## config.mk

```make
export PLATFORM = sky130hd
export DESIGN_NAME = dmem_arbiter
export DESIGN_NICKNAME = d
export VERILOG_FILES = /design/src/rtl/dmem_arb_pkg.sv /design/src/rtl/rr_arb2.sv /design/src/rtl/dmem_arbiter.sv
export SDC_FILE = /design/constraint.sdc
export NUM_CORES = 1
export LEC_CHECK = 0
export CELL_PAD_IN_SITES_DETAIL_PLACEMENT = 0
export CELL_PAD_IN_SITES_GLOBAL_PLACEMENT = 1
export CORE_MARGIN = 4
export CORE_UTILIZATION = 28
export CTS_BUF_LIST = sky130_fd_sc_hd__clkbuf_4
export DETAILED_ROUTE_END_ITERATION = 6
export GPL_TIMING_DRIVEN = 0
export PLACE_DENSITY = 0.72
export SLEW_MARGIN = 20
export SYNTH_ARGS = -nofsm -noshare
export SYNTH_HDL_FRONTEND = slang
export SYNTH_SLANG_ARGS = --single-unit
```

## constraint.sdc

```tcl
create_clock -name clk -period 4.35 [get_ports clk]
set_clock_uncertainty 0.1 [all_clocks]
set_input_delay 0.87 -clock clk [delete_from_list [all_inputs] [get_ports clk]]
set_output_delay 0.87 -clock clk [all_outputs]
set_load 0.1 [all_outputs]
```

## src/rtl/dmem_arb_pkg.sv

```systemverilog
// Shared types for the two-port data-memory arbiter.
package dmem_arb_pkg;

    localparam int unsigned RW_W = 4;

    typedef enum logic [1:0] {
        IDLE,
        ACCESS,
        RDWAIT
    } state_t;

    localparam logic [RW_W-1:0] RW_READ = 4'b0000;

    typedef logic port_idx_t;

endpackage

```

## src/rtl/rr_arb2.sv

```systemverilog
// Combinational 2-way picker: round-robin on last_grant, or port 0 first when fixed_prio is set.
module rr_arb2
    import dmem_arb_pkg::*;
(
    input  logic [1:0] req,
    input  port_idx_t  last_grant,
    input  logic       fixed_prio,
    output logic       gnt_valid,
    output port_idx_t  gnt_idx
);

    always_comb begin
        gnt_valid = |req;
        gnt_idx   = 1'b0;
        if (req == 2'b11) begin
            gnt_idx = fixed_prio ? 1'b0 : ~last_grant;
        end else begin
            gnt_idx = req[1];
        end
    end

endmodule

```

## src/rtl/dmem_arbiter.sv

```systemverilog
// Arbitrates the single-port data memory between the CPU MEM stage (port 0) and DMA/debug (port 1).
// Optional grant/conflict counters are built when DMEM_ARB_PERF_EN is defined.
module dmem_arbiter
    import dmem_arb_pkg::*;
#(
    parameter int unsigned ADDR_W     = 32,
    parameter int unsigned DATA_W     = 32,
    parameter bit          FIXED_PRIO = 1'b0
) (
    input  logic              clk,
    input  logic              reset,
    input  logic              m0_req,
    input  logic [ADDR_W-1:0] m0_addr,
    input  logic [DATA_W-1:0] m0_wdata,
    input  logic [RW_W-1:0]   m0_rw,
    output logic              m0_done,
    output logic [DATA_W-1:0] m0_rdata,
    input  logic              m1_req,
    input  logic [ADDR_W-1:0] m1_addr,
    input  logic [DATA_W-1:0] m1_wdata,
    input  logic [RW_W-1:0]   m1_rw,
    output logic              m1_done,
    output logic [DATA_W-1:0] m1_rdata,
    output logic              cpu_stall,
    output logic              mem_en,
    output logic [ADDR_W-1:0] mem_addr,
    output logic [DATA_W-1:0] mem_wdata,
    output logic [RW_W-1:0]   mem_rw,
    input  logic [DATA_W-1:0] mem_rdata
`ifdef DMEM_ARB_PERF_EN
    ,
    output logic [31:0]       perf_gnt0,
    output logic [31:0]       perf_gnt1,
    output logic [31:0]       perf_conflict
`endif
);

    state_t            state, state_nx;
    port_idx_t         last_grant, last_grant_nx;
    port_idx_t         lat_idx, lat_idx_nx;
    port_idx_t         gnt_idx;
    logic              gnt_valid;
    logic              grant;
    logic [1:0]        req_masked;
    logic              mem_en_nx;
    logic [ADDR_W-1:0] mem_addr_nx;
    logic [DATA_W-1:0] mem_wdata_nx;
    logic [RW_W-1:0]   mem_rw_nx;
    logic              m0_done_nx, m1_done_nx;
    logic [DATA_W-1:0] m0_rdata_nx, m1_rdata_nx;

    // Requests still held during the done cycle belong to the finished access.
    assign req_masked = {m1_req, m0_req} & {2{~(m0_done | m1_done)}};
    assign grant      = (state == IDLE) && gnt_valid;
    assign cpu_stall  = m0_req & ~m0_done;

    rr_arb2 u_rr_arb2 (
        .req        (req_masked),
        .last_grant (last_grant),
        .fixed_prio (FIXED_PRIO),
        .gnt_valid  (gnt_valid),
        .gnt_idx    (gnt_idx)
    );

    always_ff @(posedge clk or negedge reset) begin
        if (!reset) state <= IDLE;
        else        state <= state_nx;
    end

    // Next state and next values of every registered output.
    always_comb begin
        state_nx      = state;
        last_grant_nx = last_grant;
        lat_idx_nx    = lat_idx;
        mem_en_nx     = 1'b0;
        mem_addr_nx   = mem_addr;
        mem_wdata_nx  = mem_wdata;
        mem_rw_nx     = RW_READ;
        m0_done_nx    = 1'b0;
        m1_done_nx    = 1'b0;
        m0_rdata_nx   = m0_rdata;
        m1_rdata_nx   = m1_rdata;
        case (state)
            IDLE: begin
                if (grant) begin
                    state_nx      = ACCESS;
                    last_grant_nx = gnt_idx;
                    lat_idx_nx    = gnt_idx;
                    mem_en_nx     = 1'b1;
                    mem_addr_nx   = gnt_idx ? m1_addr  : m0_addr;
                    mem_wdata_nx  = gnt_idx ? m1_wdata : m0_wdata;
                    mem_rw_nx     = gnt_idx ? m1_rw    : m0_rw;
                end
            end
            ACCESS: begin
                if (mem_rw != RW_READ) begin
                    state_nx   = IDLE;
                    m0_done_nx = ~lat_idx;
                    m1_done_nx = lat_idx;
                end else begin
                    state_nx = RDWAIT;
                end
            end
            RDWAIT: begin
                state_nx = IDLE;
                if (lat_idx) begin
                    m1_done_nx  = 1'b1;
                    m1_rdata_nx = mem_rdata;
                end else begin
                    m0_done_nx  = 1'b1;
                    m0_rdata_nx = mem_rdata;
                end
            end
            default: state_nx = IDLE;
        endcase
    end

    always_ff @(posedge clk or negedge reset) begin
        if (!reset) begin
            last_grant <= 1'b1;
            lat_idx    <= 1'b0;
            mem_en     <= 1'b0;
            mem_addr   <= '0;
            mem_wdata  <= '0;
            mem_rw     <= RW_READ;
            m0_done    <= 1'b0;
            m1_done    <= 1'b0;
            m0_rdata   <= '0;
            m1_rdata   <= '0;
        end else begin
            last_grant <= last_grant_nx;
            lat_idx    <= lat_idx_nx;
            mem_en     <= mem_en_nx;
            mem_addr   <= mem_addr_nx;
            mem_wdata  <= mem_wdata_nx;
            mem_rw     <= mem_rw_nx;
            m0_done    <= m0_done_nx;
            m1_done    <= m1_done_nx;
            m0_rdata   <= m0_rdata_nx;
            m1_rdata   <= m1_rdata_nx;
        end
    end

`ifdef DMEM_ARB_PERF_EN
    // Free-running wrap-around event counters.
    always_ff @(posedge clk or negedge reset) begin
        if (!reset) begin
            perf_gnt0     <= 32'd0;
            perf_gnt1     <= 32'd0;
            perf_conflict <= 32'd0;
        end else begin
            if (grant && !gnt_idx)                  perf_gnt0     <= perf_gnt0 + 32'd1;
            if (grant && gnt_idx)                   perf_gnt1     <= perf_gnt1 + 32'd1;
            if ((state == IDLE) && m0_req && m1_req) perf_conflict <= perf_conflict + 32'd1;
        end
    end
`endif

endmodule

```

==> impl_metrics.ini <==
[outcome]
outcome = finished, final reports clean

[sta]
tns_ns = 0
rsz0062_at_grt = false
slew_viol_final = 0
relSlewSlack_pct = 30.3
post-route-min-period_ns = 3.76
setup_viol = 0
finalCritPeriodShare_pct = 86.4
max_slew.worst_pin.slew_ns = 1.04
holdWs_ns = 0.166
hold_violations = 0
max_freq_mhz = 266

[die]
die_area_um2 = 25200
initial_core_util_pct = 28.8
ios = 308
fp.dieW_um = 159
core_area_um2 = 22100
die_y_um = 159
row_count = 54

[clock_tree]
clock-root-buffer = clkbuf_4
cts_resized = 0
cts_made_buffers = 17
hold_buffers = 0
cts_tree = done
clk-insertion-delay-late_ns = 0.52
clkTransAtPathRegs_ns = 0.14
htree_num_levels = 4
post_cts.repair.setup_buffers = 0
clockBufferDepth = 2
cts.sinks = 139

[routing]
firstDrtPassIters = 5
antenna_left = 0
via_per_inst = 4.97
drc_errors = 0
first_iter_violations = 245
drt-total-wl_mm = 24.4
vias = 5887
wire_per_inst_um = 20.6

[global_route]
gr-total-overflow = 0
grt_usage_pct = 18.6
antenna_found_initial = 2
grt_max_degree = 73
grt_pass1_vias = 6112
grt_first_pass_wirelength_mm = 36.0

[placed_design]
gp_congestion = 0.785
hpwl_mm = 18.1
io_buffers = 307

[critical_path]
cp.required_ns = 3.38
start_kind = input pin
critPathMaxFanout = 5
crit_chain = clkdlybuf4s50_1 > nor2b_1 > clkdlybuf4s50_1
critPathLaunch = m0_req
cpMaxStageDelayCell = clkdlybuf4s50_1
crit_top_cell = clkdlybuf4s50_1
endpoint_kind = output pin
rr_startpoint = state[1]$_DFFE_PN0P_
arrival_ns = 2.79
crit_type = in -> out
cp_slowest_stage_delay_ns = 1.14

[synth]
syn_inst = 564
synthesis.nets = 739
synthTopCellsByArea = dfrtp_1 (54%), mux2_2 (11%), a31oi_1 (11%)
yosys.cell_count.top_type = dfrtp_1
synth_area_um2 = 6350
async_reset_ff_share_pct = 100
synth_warnings = 0
netlist_top_cells_count = dfrtp_1 (138), a31oi_1 (115), nand3_1 (68)
ys_ff_latch = 139
avgSynthCellArea_um2 = 11.3
yosys.area.top_type_share_pct = 54.3
synth_cell_type_count = 30
ys_seq_area_share_pct = 54.8
synth_ff_type = dfrtp_1
yosysTopAreaCell = dfrtp_1
synth-edff-count = 0

[final_layout]
layout-drive-gt1-share_pct = 17.7
synthToLayoutAreaGrowth_pct = 59.3
nets = 1066

[flow_run]
drv_cap = 0

[hold_path]
hold_class = in -> async
## area by class of cell
type	instances	area (um2)
antenna	1	2.50
buffer	63	360
clock buffer	17	128
clock inverter	14	183
fill	2133	12000
inverter	4	15.0
multi-input combinational	358	2500
sequential	139	3480
tap	280	350
timing repair buffer	308	3110
## cells in the final DEF (no fill, tap or decap), types with 2 or more instances in the layout
cell	instances
a21oi_1	4
a31oi_1	115
a31oi_2	13
buf_2	30
buf_4	5
buf_6	9
bufinv_16	3
clkbuf_1	18
clkbuf_4	17
clkdlybuf4s50_1	306
clkinvlp_4	2
dfrtp_1	138
ha_1	3
inv_1	3
inv_6	6
mux2_1	2
mux2_2	64
nand2_1	3
nand3_1	68
nor2_1	4
o21ai_0	36
o21ai_1	35
or2_1	2
## worst paths after layout
kind | to | cells past startpoint | slack [ns]
max | cpu_stall | 3 | 0.59
min | mem_addr[28]$_DFFE_PN0P_ | 1 | 0.17
min in group clk | m0_done$_DFF_PN0_ | 1 | 0.40
min reg2reg | m0_done$_DFF_PN0_ | 1 | 0.40
max in group asynchronous | m1_rdata[20]$_DFFE_PN0P_ | 2 | 3.22
max reg2reg | mem_wdata[29]$_DFFE_PN0P_ | 6 | 2.28
## sequential cells by signal, summed over array words and instances, names as in the netlist
| register | cells |
|---|---|
| mem_rw | 4 |
| state | 2 |
| m1_rdata | 32 |
| lat_idx | 1 |
| m0_rdata | 32 |
| m0_done | 1 |
| last_grant | 1 |
| mem_wdata | 32 |
| mem_addr | 32 |
| mem_en | 1 |
| m1_done | 1 |
## logic make-up (layout without fill, tap and decap cells)
kind of cell / Yosys count / in the layout / share of synthesized area, %
fa+ha+maj: 3 / 3 / 0.591
buf+inv: 67 / 406 / 5.91
compound gates: 206 / 206 / 20.3
other cells: 0 / 1 / 0
simple gates: 82 / 82 / 6.60
flops: 139 / 139 / 54.8
mux: 67 / 67 / 11.9
## metrics by stage
stage | worst slack, ns | instance area (um2) | cells | util [%]
after global routing | 0.559 | 10100 | 1184 | 45.8
after global placement | -3.71 | 9780 | 1151 | 44.3
after floorplan | 1.11 | 6350 | 564 | -
final | 0.593 | 10100 | 1184 | 45.8
after detailed placement | 0.600 | 9810 | 1152 | 44.4
after CTS | 0.583 | 10100 | 1183 | 45.8
## critical path, delay by kind of cell
kind | cells | cell delay, ns
buffers and inverters | 2 | 1.74
AND/OR/NAND/NOR | 1 | 0.17
## routing by layer
metal	global-route usage (%)	vias to the layer above	wire [um]
met4	4.87	2	309
li1	-	2789	-
met2	30.4	248	11500
met1	24.2	2826	10400
met5	0	-	13
met3	5.76	22	2170
Power is not shown: default switching activity piles up to over one toggle a cycle in this logic, so the estimate is an artifact.
